===== src/rtl/cordic_seq_ctrl.sv =====
// Sequencing controller for the iterative CORDIC sin/cos datapath (load, ITER micro-rotations, quadrant fix-up).
// Latency: start-sampling edge to ready_cordic edge = 2 + ITER*(ADD_LAT+1) cycles (74 with defaults).
// Backpressure: starts are taken only in IDLE; with CORDIC_CTRL_ACK_EN the result is held until ack_cordic.
//
// Optional feature macro: CORDIC_CTRL_ACK_EN (hold ready_cordic until ack_cordic; default is a 1-cycle pulse).
//
// Ports:
//   clk, rst               clock, synchronous active-low reset
//   beg_fsm_cordic         start request (IDLE only)
//   ack_cordic             result consumed (ack build only)
//   operation              0 = cos, 1 = sin, latched at start
//   shift_region_flag      argument-reduction region, latched at start
//   z_sign_i               Z sign, captured into dir_o on issue cycles
//   load_init, sel_mux_1   initial load strobe / feedback path select
//   addsub_start, dir_o    micro-rotation launch pulse / rotation direction
//   enab_iter, cont_iter   adder-result capture pulse / iteration index
//   enab_out, sel_mux_3,   output register load / X-Y select /
//   inv_sign               result sign inversion
//   busy, ready_cordic     operation in flight / result valid
module cordic_seq_ctrl #(
    parameter int W       = 32,
    parameter int ITER    = 24,
    parameter int CNT_W   = 5,
    parameter int ADD_LAT = 2
) (
    input  logic             clk,
    input  logic             rst,
    input  logic             beg_fsm_cordic,
    input  logic             ack_cordic,
    input  logic             operation,
    input  logic [1:0]       shift_region_flag,
    input  logic             z_sign_i,
    output logic             load_init,
    output logic             sel_mux_1,
    output logic             addsub_start,
    output logic             dir_o,
    output logic             enab_iter,
    output logic [CNT_W-1:0] cont_iter,
    output logic             enab_out,
    output logic             sel_mux_3,
    output logic             inv_sign,
    output logic             busy,
    output logic             ready_cordic
);

    localparam int S_W = (ADD_LAT < 2) ? 1 : $clog2(ADD_LAT + 1);
    localparam logic [CNT_W-1:0] LAST_ITER = CNT_W'(ITER - 1);
    localparam logic [S_W-1:0]   SUB_LAST  = S_W'(ADD_LAT);

    typedef enum logic [2:0] {
        ST_IDLE,
        ST_LOAD,
        ST_ITER,
        ST_POST,
        ST_DONE
    } state_t;

    state_t           state_q, state_d;
    logic             op_q;
    logic [1:0]       region_q;
    logic [CNT_W-1:0] cnt_q;
    logic [S_W-1:0]   sub_q;
    logic             dir_q;
    logic             sel3_q;
    logic             inv_q;

    logic             accept;
    logic             issue;
    logic             retire;
    logic             last;
    logic             sel_map;
    logic             inv_map;

    // W only documents the datapath width; ack_cordic is dead in the pulse build.
    logic [W-1:0]     unused_w;
    assign unused_w = {W{ack_cordic}};

    assign accept = (state_q == ST_IDLE) && beg_fsm_cordic;
    assign issue  = (state_q == ST_ITER) && (sub_q == '0);
    assign retire = (state_q == ST_ITER) && (sub_q == SUB_LAST);
    assign last   = retire && (cnt_q == LAST_ITER);

    // Quadrant correction: which of X/Y carries the answer and whether its sign flips,
    // indexed by {operation, region}.
    always_comb begin
        sel_map = 1'b0;
        inv_map = 1'b0;
        case ({op_q, region_q})
            3'b000: begin sel_map = 1'b0; inv_map = 1'b0; end
            3'b001: begin sel_map = 1'b1; inv_map = 1'b1; end
            3'b010: begin sel_map = 1'b1; inv_map = 1'b0; end
            3'b011: begin sel_map = 1'b0; inv_map = 1'b0; end
            3'b100: begin sel_map = 1'b1; inv_map = 1'b0; end
            3'b101: begin sel_map = 1'b0; inv_map = 1'b0; end
            3'b110: begin sel_map = 1'b0; inv_map = 1'b1; end
            3'b111: begin sel_map = 1'b1; inv_map = 1'b0; end
            default: begin sel_map = 1'b0; inv_map = 1'b0; end
        endcase
    end

    always_ff @(posedge clk) begin
        if (!rst) begin
            state_q <= ST_IDLE;
        end else begin
            state_q <= state_d;
        end
    end

    always_comb begin
        state_d      = state_q;
        load_init    = 1'b0;
        sel_mux_1    = 1'b0;
        addsub_start = 1'b0;
        enab_iter    = 1'b0;
        enab_out     = 1'b0;
        busy         = 1'b0;
        ready_cordic = 1'b0;
        case (state_q)
            ST_IDLE: begin
                if (beg_fsm_cordic) begin
                    state_d = ST_LOAD;
                end
            end
            ST_LOAD: begin
                load_init = 1'b1;
                busy      = 1'b1;
                state_d   = ST_ITER;
            end
            ST_ITER: begin
                busy         = 1'b1;
                // First rotation still works on the freshly loaded initial values.
                sel_mux_1    = (cnt_q != '0);
                addsub_start = issue;
                enab_iter    = retire;
                if (last) begin
                    state_d = ST_POST;
                end
            end
            ST_POST: begin
                busy     = 1'b1;
                enab_out = 1'b1;
                state_d  = ST_DONE;
            end
            ST_DONE: begin
                ready_cordic = 1'b1;
`ifdef CORDIC_CTRL_ACK_EN
                if (ack_cordic) begin
                    state_d = ST_IDLE;
                end
`else
                state_d = ST_IDLE;
`endif
            end
            default: begin
                state_d = ST_IDLE;
            end
        endcase
    end

    always_ff @(posedge clk) begin
        if (!rst) begin
            op_q     <= 1'b0;
            region_q <= 2'b00;
            cnt_q    <= '0;
            sub_q    <= '0;
            dir_q    <= 1'b0;
            sel3_q   <= 1'b0;
            inv_q    <= 1'b0;
        end else begin
            if (accept) begin
                op_q     <= operation;
                region_q <= shift_region_flag;
                cnt_q    <= '0;
                sub_q    <= '0;
                sel3_q   <= 1'b0;
                inv_q    <= 1'b0;
            end
            if (issue) begin
                dir_q <= z_sign_i;
            end
            if (retire) begin
                sub_q <= '0;
                // Counter parks on the last index rather than wrapping.
                if (!last) begin
                    cnt_q <= cnt_q + CNT_W'(1);
                end
            end else if (state_q == ST_ITER) begin
                sub_q <= sub_q + S_W'(1);
            end
            // Captured on entry to POST so the values are already valid while enab_out is high.
            if (last) begin
                sel3_q <= sel_map;
                inv_q  <= inv_map;
            end
        end
    end

    assign cont_iter = cnt_q;
    assign dir_o     = dir_q;
    assign sel_mux_3 = sel3_q;
    assign inv_sign  = inv_q;

endmodule


===== config.mk =====
export PLATFORM = sky130hd
export DESIGN_NAME = cordic_seq_ctrl
export DESIGN_NICKNAME = d
export VERILOG_FILES = /design/src/rtl/cordic_seq_ctrl.sv
export SDC_FILE = /design/constraint.sdc
export NUM_CORES = 1
export LEC_CHECK = 0
export CAP_MARGIN = 15
export CORE_MARGIN = 4
export CORE_UTILIZATION = 45
export DETAILED_ROUTE_END_ITERATION = 16
export PLACE_DENSITY = 0.79
export SETUP_SLACK_MARGIN = 0.05
export SLEW_MARGIN = 40
export SYNTH_ARGS = -nofsm -noshare
export SYNTH_HDL_FRONTEND = slang
export SYNTH_SLANG_ARGS = --single-unit

===== constraint.sdc =====
create_clock -name clk -period 5.01 [get_ports clk]
set_input_delay 1.503 -clock clk [delete_from_list [all_inputs] [get_ports clk]]
set_output_delay 1.503 -clock clk [all_outputs]
set_load 0.1 [all_outputs]

Word-level counts from Yosys, hierarchy flattened
Memories as Yosys holds them, arrays and structs flattened. A register that Yosys moved wholly into a read port is not among the register bits. Cells that the tools add are included.

Muxes and demuxes: 20. Eq/ne operators: 8. $add $sub $neg: 2. Bitwise operators: 1. Reductions and logical operators: 12.

Operators by type and width (number): two-way mux 5 bit (3); two-way mux 3 bit (4); one-hot mux 3 bit (4 select lines) (1); two-way mux 1 bit (10); == test 3 x 2 -> 1 bit (second input constant) (2); adder 5 x 1 -> 5 bit (second input constant) (1); == test 5 bit (second input constant) (1); nonzero test 5 bit (1); logical AND 1 bit (4); two-way mux 2 bit (2); inequality test 2 bit (second input constant) (2); nonzero test 2 bit (2); == test 3 x 1 -> 1 bit (second input constant) (1); == test 3 bit (second input constant) (1); logical NOT 3 bit (1); OR reduction 3 bit (1); adder 2 x 1 -> 2 bit (second input constant) (1); == test 2 bit (second input constant) (1); logical NOT 2 bit (1); AND reduction 2 bit (1); OR reduction 2 bit (1); NOT 1 bit (1).

Word-level logic and storage cells: 52. Output and inout bits: 15. ROM bits: 16. Memories: 1. Bits in registers: 16.

Memories: (no name shown) (words 8, width 2, read ports 1, clocked after memory_dff 1, write ports 0, line 88) `case ({op_q, region_q})`.

Logic depth before layout (Yosys ltp)
Gate-level depths: netlist of run 1.

Depth after elaboration: 5. Gate-level depth with buffers: 7. Gate-level depth less buffers: 6.

Worst setup path before layout of run 1
Ideal clock, no wire load.

Kind: reg-to-output. Start point: register cnt_q[0] (netlist: cont_iter[0]). End point: output port sel_mux_1. Setup slack: 0.733 ns. Data arrival time: 2.774 ns. Stages on the path, launching flop included: 5. Path through: dfxtp_1 inv_1 ha_1 nor4b_1 nor2_1.

Longest elaborated chain between the ends: 2.

Ends and longest elaborated chain: from (decl) (line 61) `logic [CNT_W-1:0] cnt_q;`; from (signal assigned) (line 185) `cnt_q <= cnt_q + CNT_W'(1);`; nonzero test 5 bit (line 132) `sel_mux_1 = (cnt_q != '0);`; two-way mux 1 bit (line 118) `case (state_q)`; to (decl) (line 34) `output logic sel_mux_1,`.

No other way between the ends.

Worst setup path in the final report of run 1
Start point: register sub_q[0]. End point: output port enab_iter.

Longest elaborated chain between the ends: 3.

Ends and longest elaborated chain: from (decl) (line 62) `logic [S_W-1:0] sub_q;`; from (signal assigned) (line 188) `sub_q <= sub_q + S_W'(1);`; == test 2 bit (line 80) `assign retire = (state_q == ST_ITER) && (sub_q == SUB_LAST);`; logical AND 1 bit (line 80); two-way mux 1 bit (line 118); to (decl) (line 37) `output logic enab_iter,`.

No other way between the ends.

==> results of run 1 <==
## flip-flops by register name (all words and copies together) (netlist names)
register   flops
state_q        3
dir_o          1
op_q           1
sel_mux_3      1
cont_iter      5
region_q       2
sel_map        1
inv_sign       1
inv_map        1
sub_q          2
## worst max-delay path, stage by stage (launching register included)
cell	delay [ns]
dfxtp_1	0.34
inv_1	0.08
ha_1	0.21
nand4bb_1	0.35
inv_1	0.31
buf_4	0.34
## layout by cell type (no fill, tap or decap), drive strengths merged, types with 3 or more instances in the layout
cell type	Yosys	routed
nand2	5	5
and2	6	6
buf	4	15
nand3	8	8
ha	6	6
inv	5	5
nor2	4	4
clkdlybuf4s50	1	6
a21boi	7	7
o211ai	5	5
clkbuf	3	4
mux2	3	3
dfxtp	18	18
## metrics by stage
stage	power [mW]	setup slack (ns)	instances
2_1_floorplan	0.219	0.733	101
3_3_place_gp	0.229	1.40	141
3_5_place_dp	0.228	1.36	141
4_1_cts	0.319	1.60	145
5_1_grt	0.331	1.44	145
6_report	0.314	1.58	145
## per-layer routing
layer / wire, um / GRT usage / up-vias
li1: - / - / 397
met1: 832 / 0.191 / 374
met2: 997 / 0.264 / 8
met3: 63 / 0.0490 / 2
met4: 19 / 0.0498 / 0
met5: 0 / 0 / -
## final cells by class
class	count	area share
Inverter	5	0.0166
Clock buffer	4	0.0322
Tap cell	27	0.0299
Sequential cell	18	0.319
Multi-Input combinational cell	70	0.478
Timing Repair Buffer	21	0.124
## power breakdown
part           total (mW)  internal [mW]  switching [mW]
clock network      0.0901         0.0443          0.0458
logic              0.0679         0.0240          0.0439
registers           0.156          0.150         0.00577
total               0.314          0.219          0.0955
## logic make-up after synthesis
group	count (synthesis)
buffers and inverters	13
and+or+nand+nor	40
muxes	5
AOI/OAI and AO/OA	17
adders and majority gates	6
xor gates and xnor gates	2
DFF	18
## worst max-delay path by stage
stage | startpoint | end | slack [ns] | cells past startpoint
6_report | sub_q[0] | enab_iter | 1.58 | 5
5_1_grt | sub_q[0] | enab_iter | 1.44 | 5
4_1_cts | sub_q[0] | enab_iter | 1.60 | 5
3_5_place_dp | beg_fsm_cordic | inv_map | 1.36 | 6
3_3_place_gp | beg_fsm_cordic | inv_map | 1.40 | 6
2_1_floorplan | cont_iter[0] | sel_mux_1 | 0.73 | 4
==> results.ini, run 1 <==
[setup_path]
path_max_fanout = 10
r2r-start = state_q[2]
end_kind = output port
start_kind = flip-flop
r2r-end = inv_map
rr_worst_depth = 5
ff2ff_setup_slack_ns = 2.87
crit_type = flip-flop to output port
critPathRequiredTime_ns = 3.51
arrival_ns = 1.93

[final_layout]
nNetsFinal = 133
area_delta_synth_final_pct = 14.9
diodes = 0
multi_input_area_um2 = 539
seq_area_um2 = 360
design_area_um2 = 1130
final_util = 0.558
drive_above_1_share = 0.237
fill_cells = 189

[cts]
insertion_delay_ns = 0.29
cts_tree = done
cts_made_buffers = 3
cts-root-buf = clkbuf_4
cts-hold-fix-buffers = 0
cts_resized = 0
cts_buffer_depth = 2
clk_pin_slew_ns = 0.10
cts_num_sinks = 18
htreeDepth = 1
post-cts-setup-buffer-count = 0

[global_route]
grt_pass1_vias = 771
grt_max_degree = 21
grt_pass1_wl_mm = 3.39
antenna_found_initial = 0
grt-ovfl-total = 0
grtUsageTotal = 0.158

[synth]
synth_ff_type = dfxtp_1
yosys.area_share.adder = 0.0764
synth_compound_area_frac = 0.122
synth_xor_area_frac = 0.0178
synth_edf_count = 0
synth_cell_type_count = 36
yosys.area.top_type = dfxtp_1
ys_seq_area_frac = 0.367
syn-mean-instance-area_um2 = 9.72
syn_area_um2 = 982
post_synth_mux_area_share = 0.0662
ys_ff_latch = 18
async_reset_ff_frac = 0
syn_nets = 115
synth.area.top_cells = dfxtp_1, ha_1, a21boi_0
synthMostInstantiatedCell = dfxtp_1
synth_top_family_by_area = simple AND/OR/NAND/NOR gates
ys.warnings.count = 0
synthTopCellsByCount = dfxtp_1, nand3_1, a21boi_0
syn_inst = 101
synth-simple-area-share = 0.266
netlist.area_leader.share = 0.367

[placed_design]
placed_area_um2 = 1090
port_buffers = 21
place.gp.congestion = 0.798
dp_hpwl_mm = 1.38

[timing]
holdWs_ns = 0.471
setup_viol_count_final = 0
finalCritPeriodShare = 0.684
min_period_ns = 3.43
finalHoldViolCount = 0
tightestPinTransition_ns = 0.560
fmax_ghz = 0.292
clock_skew_ns = 0.00369
maxSlewViolCount = 0
rsz0062_at_grt = no
setup_tns_ns = 0
relSlewSlack = 0.625

[flow_run]
maxCapViolations = 0

[power_and_ir_drop]
p_leak_nw = 0.457
powerDensity_nw_per_um2 = 278
irDropWorstVdd_mv = 0.213

[routing]
vias = 781
ant_nets = 0
wire_per_inst_um = 13.2
wirelength_mm = 1.91
vias_per_cell = 5.39
drt_first_pass_iters = 3
post-route-drc-count = 0
drt_iter0_drc = 7

[floorplanning]
die-area_um2 = 2990
die_x_um = 54.7
core_region_area_um2 = 2020
start_util = 0.486
row_count = 16
fp.dieH_um = 54.7
ioPinCount = 23

[worst_hold_path]
hold_start = inv_map
hold_path_depth = 2
worstHoldEndpoint = inv_sign
hold_path_class = flip-flop to flip-flop

[status]
outcome = completed

No activity file was read; power rests on OpenSTA's default activity.
==> run 2, diff against run 1 <==
Clock period 5.01 ns to 3.2 ns, I/O delays scaled along.
==> run 2 against run 1 <==
  * Register-to-register slack worse by 1.7 ns
  * Sequential cell count stayed put
  * Critical path depth is 2 lower
  * Sequential power increased by 57%
  * Via count up 1.2%
  * Count of clock-buffer cells in the layout is 1 lower
  * Clock skew is 0.0045 ns higher
  * Global-route usage decreased by 1.1 points
  * Wire length shrank 1.2%
  * Power grew 49%
  * Critical path type unchanged
  * Largest cell class unchanged
==> results.ini, run 2 (same netlist as run 1, synthesis figures left out) <==
[status]
outcome = completed

[final_layout]
fill_cells = 176
multi_input_area_um2 = 547
diodes = 0
drive_above_1_share = 0.267
seq_area_um2 = 360
area_delta_synth_final_pct = 22.4
most-common-layout-cells = dfxtp_1, buf_4, nand3_1
largest_reg_flops = 5
nNetsFinal = 136
final_common_cell = dfxtp_1

[timing]
relSlewSlack = 0.749
rsz0062_at_grt = no
min_period_ns = 2.69
setup_tns_ns = 0
finalCritPeriodShare = 0.840
maxSlewViolCount = 0
finalHoldViolCount = 0
tightestPinTransition_ns = 0.372
holdWs_ns = 0.466
clock_skew_ns = 0.00815
setup_viol_count_final = 0
fmax_ghz = 0.372

[cts]
clk_pin_slew_ns = 0.10
post-cts-setup-buffer-count = 0
cts_buffer_depth = 2
cts_resized = 0
cts_num_sinks = 18
cts-root-buf = clkbuf_4
cts_tree = done
insertion_delay_ns = 0.29
cts-hold-fix-buffers = 0
cts_made_buffers = 3
htreeDepth = 1

[setup_path]
critical-path-slowest-cell = or3b_2
crit_type = flip-flop to output port
arrival_ns = 1.73
critPathRequiredTime_ns = 2.24
end_kind = output port
cpPeakStageDelay_ns = 0.54
path_cells = or3b_2 > nor2_2 > buf_12
path_max_fanout = 10
path_delay_family = simple AND/OR/NAND/NOR gates
start_kind = flip-flop
worstPathBufferInverterCount = 1
ff2ff_setup_slack_ns = 1.17

[global_route]
grtUsageMet2 = 0.246
grt-ovfl-total = 0
antenna_found_initial = 0
grt.met1_usage = 0.178
grt_pass1_vias = 753
grt_max_degree = 13
met3_usage = 0.0327
grt_pass1_wl_mm = 3.20
grtUsageTotal = 0.147
top_usage_layer = met2

[placed_design]
port_buffers = 21
dp_hpwl_mm = 1.40
place.gp.congestion = 0.753

[power_and_ir_drop]
irDropWorstVdd_mv = 0.308
powerDensity_nw_per_um2 = 391
p_leak_nw = 0.472
p_total_mw = 0.470

[routing]
vias_per_cell = 5.37
wire_per_inst_um = 12.9
wirelength_mm = 1.89
ant_nets = 0
drt_iter0_drc = 7
post-route-drc-count = 0
drt_first_pass_iters = 4
vias = 790

[floorplanning]
start_util = 0.486
core_region_area_um2 = 2020
die_x_um = 54.7
row_count = 16
ioPinCount = 23
die-area_um2 = 2990
fp.dieH_um = 54.7

[flow_run]
maxCapViolations = 0

[worst_hold_path]
hold_path_class = flip-flop to flip-flop

==> run 2: cell types whose count changed in the layout (fill, tap and decap cells not counted) <==
cell,before,now
buf_4,2,16
buf_2,13,0
buf_12,0,2
clkbuf_8,1,0
nor2_1,4,3
nor2_2,0,1
nor3b_1,2,1
nor3b_2,0,1
==> run 2: per-stage QoR <==
step | cells | utilization | setup WS, ns | area, um2
global placement | 144 | 0.584 | 0.230 | 1180
CTS | 147 | 0.595 | 0.512 | 1200
global route | 147 | 0.595 | 0.424 | 1200
detailed placement | 144 | 0.584 | 0.217 | 1180
floorplan | 101 | - | -0.0788 | 990
finish | 147 | 0.595 | 0.511 | 1200
==> run 2: cell type report <==
class / count / share of cell area
Multi-Input combinational cell: 70 / 0.455
Tap cell: 27 / 0.0281
Timing Repair Buffer: 24 / 0.183
Clock buffer: 3 / 0.0187
Inverter: 5 / 0.0156
Sequential cell: 18 / 0.300
==> run 2: metal layers <==
layer / vias up / share of wire
li1: 395 / -
met1: 380 / 0.44
met2: 13 / 0.51
met3: 2 / 0.041
met4: 0 / 0.0042
met5: - / 0
==> run 2: final timing paths <==
| check | start | endpoint | cells after the start |
|---|---|---|---|
| setup / recovery | state_q[1] | sel_mux_1 | 3 |
| hold / removal | sel_map | sel_mux_3 | 2 |
| setup reg to reg | state_q[2] | inv_map | 5 |
| hold reg to reg | sel_map | sel_mux_3 | 2 |
==> run 2: power by group <==
group	switching (mW)	leakage [nW]	internal [mW]
combinational	0.0696	0.312	0.0435
clock	0.0682	0.0138	0.0437
sequential	0.00906	0.146	0.236
total	0.147	0.472	0.323
==> run 2: worst min-delay path: stages, from the launching register on <==
cell	delay (ns)
dfxtp_1	0.31
nand3_1	0.05
a21boi_0	0.06
